===== src/rtl/icu_refill_responder.sv =====
// ICU refill responder: serves line (critical-word-first, wrapping) or single-beat refills from a 1-cycle SRAM.
// Ack 1 cycle after req; first beat 2 cycles after ack; ext_stall holds read issue and opens a valid gap per stalled cycle.
module icu_refill_responder #(
    parameter int          LINE_BEATS = 4,
    parameter int          MEM_AW     = 16,
    parameter logic [31:0] MEM_BASE   = 32'h0000_0000
) (
    input  logic        clk,
    input  logic        resetn,
    input  logic        icu_biu_req,
    input  logic [31:3] icu_biu_addr,
    input  logic        icu_biu_single,
    output logic        biu_icu_ack,
    output logic        biu_icu_data_valid,
    output logic        biu_icu_data_last,
    output logic [63:0] biu_icu_data,
    output logic        biu_icu_fault,
    input  logic        ext_stall,
    output logic        ram_ren,
    output logic [31:0] ram_raddr,
    input  logic [63:0] ram_rdata
);

    localparam int              OB       = $clog2(LINE_BEATS);
    localparam logic [OB-1:0]   LAST_CNT = OB'(LINE_BEATS - 1);

    typedef enum logic [2:0] {
        S_IDLE,
        S_ACK,
        S_READ,
        S_DRAIN,
        S_FAULT
    } state_t;

    state_t          r_state;
    state_t          w_next;
    logic [31:3]     r_addr;
    logic            r_single;
    logic            r_oor;
    logic [OB-1:0]   r_cnt;
    logic            r_valid;
    logic            r_last;
    logic            w_ren;
    logic            w_final;
    logic            w_ack;
    logic [OB-1:0]   w_idx;

    always_ff @(posedge clk or negedge resetn) begin
        if (!resetn) begin
            r_state  <= S_IDLE;
            r_addr   <= '0;
            r_single <= 1'b0;
            r_oor    <= 1'b0;
            r_cnt    <= '0;
            r_valid  <= 1'b0;
            r_last   <= 1'b0;
        end else begin
            r_state <= w_next;
            r_valid <= w_ren;
            r_last  <= w_ren & w_final;
            if (r_state == S_IDLE && icu_biu_req) begin
                r_addr   <= icu_biu_addr;
                r_single <= icu_biu_single;
                r_oor    <= (icu_biu_addr[31:MEM_AW] != MEM_BASE[31:MEM_AW]);
            end
            if (r_state == S_IDLE) begin
                r_cnt <= '0;
            end else if (w_ren) begin
                r_cnt <= w_final ? '0 : r_cnt + 1'b1;
            end
        end
    end

    always_comb begin
        w_next  = r_state;
        w_ack   = 1'b0;
        w_ren   = 1'b0;
        w_final = r_single || (r_cnt == LAST_CNT);
        case (r_state)
            S_IDLE:  if (icu_biu_req) w_next = S_ACK;
            S_ACK: begin
                w_ack  = 1'b1;
                w_next = r_oor ? S_FAULT : S_READ;
            end
            S_READ: begin
                if (!ext_stall) begin
                    w_ren = 1'b1;
                    if (w_final) w_next = S_DRAIN;
                end
            end
            S_DRAIN: w_next = S_IDLE;
            S_FAULT: w_next = S_IDLE;
            default: w_next = S_IDLE;
        endcase
    end

    // Beat index wraps inside the line so the requested word comes back first.
    assign w_idx = r_addr[OB+2:3] + r_cnt;

    assign ram_ren   = w_ren;
    assign ram_raddr = !w_ren   ? 32'h0 :
                       r_single ? {r_addr, 3'b000} :
                                  {r_addr[31:OB+3], w_idx, 3'b000};

    assign biu_icu_ack        = w_ack;
    assign biu_icu_fault      = (r_state == S_FAULT);
    assign biu_icu_data_valid = r_valid | biu_icu_fault;
    assign biu_icu_data_last  = r_last | biu_icu_fault;
    assign biu_icu_data       = r_valid ? ram_rdata : 64'h0;

endmodule

===== config.mk =====
export PLATFORM = sky130hd
export DESIGN_NAME = icu_refill_responder
export DESIGN_NICKNAME = d
export VERILOG_FILES = /design/src/rtl/icu_refill_responder.sv
export SDC_FILE = /design/constraint.sdc
export NUM_CORES = 1
export LEC_CHECK = 0
export CORE_ASPECT_RATIO = 1.4
export CORE_MARGIN = 2
export CORE_UTILIZATION = 34
export CTS_CLUSTER_SIZE = 16
export DETAILED_ROUTE_END_ITERATION = 12
export PLACE_DENSITY = 0.87
export SLEW_MARGIN = 15
export SYNTH_ARGS = -nofsm -noshare
export SYNTH_HDL_FRONTEND = slang
export SYNTH_SLANG_ARGS = --single-unit

===== constraint.sdc =====
create_clock -name clk -period 3 [get_ports clk]
set_clock_uncertainty 0.05 [all_clocks]
set_input_delay 0.6 -clock clk [delete_from_list [all_inputs] [get_ports clk]]
set_output_delay 0.6 -clock clk [all_outputs]
set_load 0.05 [all_outputs]

==> qor.yml <==
outcome:
  result_of_the_run: "completed"
timing:
  timing_hold_violations_final: 0
  period_needed_ns: 2.800
  fmax_ghz: 0.3572
  maxSlewViolCount: 0
  rsz_0062_raised_after_global_routing: "no"
  final.setup.tns_ns: 0
  finalHoldWorstSlack_ns: 0.3639
  max_slew_margin_pct: 44.41
  final_setup_violation_count: 0
  worst_slew_pin_slew_ns: 0.8339
  final.period_utilization_pct: 93.32
global_route:
  via_count_of_the_first_global_routing_pass: 2317
  grt_pass1_wl_um: 11160
  number_of_antenna_violations_at_the_first_check_in_global_routing: 0
  grt_remaining_overflow: 0
  grt_max_degree: 45
  grt.total_usage_pct: 19.62
worst_setup_path:
  timing.critical_path.required_ns: 2.35
  critical_path.startpoint_type: "primary input"
  setup.worst_path.class: "in -> out"
  reg2reg_depth: 4
  regToRegEndpoint: "r_addr[19]$_DFFE_PN0P_"
  crit_arrival_ns: 2.15
  regToRegStartpoint: "r_state[0]$_DFFE_PN0P_"
  worstSetupEndpointType: "primary output"
  critical_path.max_fanout: 31
  worst-r2r-setup-slack_ns: 1.16
layout:
  final_area_um2: 4412
  drive_above_1_share_pct: 34.49
  layout.filler_cells: 450
  commonest_non_fill_non_tap_cell_in_the_layout: "sky130_fd_sc_hd__clkdlybuf4s50_1"
  finalNonFillerCells: 475
  antenna-diode-count: 0
  flow.area_growth_from_synthesis_pct: 98.42
  final_nets: 503
  layout.cells.most_common_list: "sky130_fd_sc_hd__clkdlybuf4s50_1, sky130_fd_sc_hd__and2_1, sky130_fd_sc_hd__buf_4"
drt:
  detail_route.drc_violations: 0
  drt-total-wl_um: 7136
  drt_first_iter_violations: 21
  post_drt_wl_per_cell_um: 15.02
  post_detailed_route_count_of_antenna_violating_nets: 0
  routed-via-count: 2194
  post_drt_via_cell_ratio: 4.619
  dr.pass1.iters: 4
yosys:
  synth_cell_types: 29
  postSynthRegisterBits: 38
  synth_compound_gate_area_share_pct: 1.463
  synth_instances: 214
  synth.area.mux_share_pct: 16.15
  yosys.area_share.xor_xnor_pct: 0.3939
  syn-cell-area_um2: 2223
  synth-seq-area-share_pct: 42.77
  largest_family_of_logic_cells_by_synthesized_area: "simple AND/OR/NAND/NOR gates"
  synthArstFlopShare_pct: 100.0
  synth-adder-area-share_pct: 1.125
  synth_simple_gate_area_share_pct: 32.47
  predominant_post_synthesis_flop_cell: "sky130_fd_sc_hd__dfrtp_1"
  edff_count_synth: 0
  yosysWarnings: 0
  syn_area_per_cell_um2: 10.39
power_and_ir_drop:
  p_int_mw: 1.235
  fin_total_pwr_mw: 1.751
  power.density_cell_area_nw_per_um2: 396.8
  pwr-share-clk_pct: 19.0
  power.share.switching_pct: 29.46
  ir_worst_vdd_mv: 0.4074
  p_leak_nw: 1.982
  portion_of_total_power_attributed_to_combinational_logic_pct: 33.0
  sequentialPowerShare_pct: 48.0
  netSwitchingPower_mw: 0.5157
floorplan:
  die-area_um2: 7211
  number_of_ports_placed_on_the_die_boundary: 199
  area_of_the_placeable_core_um2: 6254
  floorplan.initialDensity_pct: 35.55
  chipWidth_um: 72.35
  std_cell_rows: 34
  floorplan.die.height_um: 99.68
placement:
  placed_cells_incl_taps: 468
  place.gp.congestion: 0.7760
  detailed_place_hpwl_um: 5970
  count_of_buffers_from_port_buffering: 195
  dpl-instance-area_um2: 4332
clocking:
  post-cts-setup-buffers: 0
  cts.clk_slew.worst_paths_ns: 0.07
  cts-root-to-sink-buffers: 2
  post_cts_resize_count: 0
  insertion_delay_ns: 0.28
  ctsHtreeMaxLevel: 2
  tritoncts: "yes"
  numCtsBuffers: 5
  postCtsHoldBufs: 0
  root_buffer: "sky130_fd_sc_hd__clkbuf_8"
  cts_sinks: 38
min_path:
  timing.hold.worst.class: "in -> async"
run:
  drv.max_cap_violation_count: 0
-- power by group through the flow --
stage	logic [mW]	clock network [mW]	registers [mW]
3_5_place_dp	0.587	0	0.849
2_1_floorplan	0.393	0	0.808
4_1_cts	0.587	0.341	0.841
6_report	0.578	0.332	0.840
3_3_place_gp	0.570	0	0.842
5_1_grt	0.623	0.358	0.870
-- worst max-delay path by stage --
stage	from	end	slack [ns]	depth (start not counted)
global route	ext_stall	ram_raddr[21]	0.12	5
global placement	ext_stall	ram_raddr[24]	0.22	5
floorplan	r_state[1]$_DFFE_PN0P_	biu_icu_data_last	0.25	2
detailed placement	ext_stall	ram_raddr[29]	0.21	5
CTS	ext_stall	ram_raddr[29]	0.19	5
finish	ext_stall	ram_raddr[21]	0.20	5
-- flip-flops by register name (all words and copies together), names as in the netlist --
| signal | count |
|---|---|
| r_addr | 29 |
| r_state | 3 |
| r_cnt | 2 |
| r_last | 1 |
| r_oor | 1 |
| r_single | 1 |
| r_valid | 1 |
-- Yosys cell counts (2+ instances only) --
cell / n / area share (%)
sky130_fd_sc_hd__ha_1: 2 / 1.1
sky130_fd_sc_hd__and2_1: 93 / 26
sky130_fd_sc_hd__mux2_2: 25 / 13
sky130_fd_sc_hd__buf_4: 7 / 2.4
sky130_fd_sc_hd__mux2_1: 6 / 3.0
sky130_fd_sc_hd__nor3b_1: 2 / 0.68
sky130_fd_sc_hd__a21oi_2: 2 / 0.79
sky130_fd_sc_hd__clkbuf_1: 7 / 1.2
sky130_fd_sc_hd__or2_2: 3 / 0.84
sky130_fd_sc_hd__nor2_1: 4 / 0.68
sky130_fd_sc_hd__a21oi_1: 2 / 0.45
sky130_fd_sc_hd__nand2_1: 2 / 0.34
sky130_fd_sc_hd__buf_2: 3 / 0.68
sky130_fd_sc_hd__nor4_1: 4 / 1.1
sky130_fd_sc_hd__dfrtp_1: 38 / 43
-- critical path, cell delays in order --
cell and delay [ns]:
sky130_fd_sc_hd__clkdlybuf4s50_1 0.39, sky130_fd_sc_hd__or4b_1 0.56, sky130_fd_sc_hd__clkinv_4 0.21, sky130_fd_sc_hd__and2_1 0.22, sky130_fd_sc_hd__buf_12 0.15
-- metal layers --
layer	vias up	wire length, um	GRT usage [%]
li1	1057	-	-
met1	999	2382	20.91
met2	126	3740	35.43
met3	12	907	7.700
met4	0	106	5.080
met5	-	0	0
-- kinds of logic (layout without fill, tap and decap cells) --
family / count (synthesis) / after routing
AOI/OAI and AO/OA: 5 / 5
xor gates and xnor gates: 1 / 1
adders and majority gates: 2 / 2
buffers and inverters: 20 / 207
DFF: 38 / 38
muxes: 32 / 32
other: 1 / 3
and+or+nand+nor: 115 / 115
-- through the flow --
step	setup slack, ns	util (%)
2_1_floorplan	0.2503	-
3_3_place_gp	0.2204	69.27
5_1_grt	0.1174	70.55
6_report	0.2003	70.55
4_1_cts	0.1933	70.55
3_5_place_dp	0.2145	69.27
-- final cells by class --
| class | instances | area, um^2 | share of cell area [%] |
|---|---|---|---|
| Clock inverter | 1 | 7.507 | 0.1702 |
| Multi-Input combinational cell | 158 | 1159 | 26.26 |
| Clock buffer | 6 | 72.57 | 1.645 |
| Inverter | 2 | 12.51 | 0.2836 |
| Timing Repair Buffer | 198 | 2120 | 48.04 |
| Sequential cell | 38 | 950.9 | 21.55 |
| Tap cell | 72 | 90.09 | 2.042 |
Note: power is estimated with default switching activity, not from simulation.
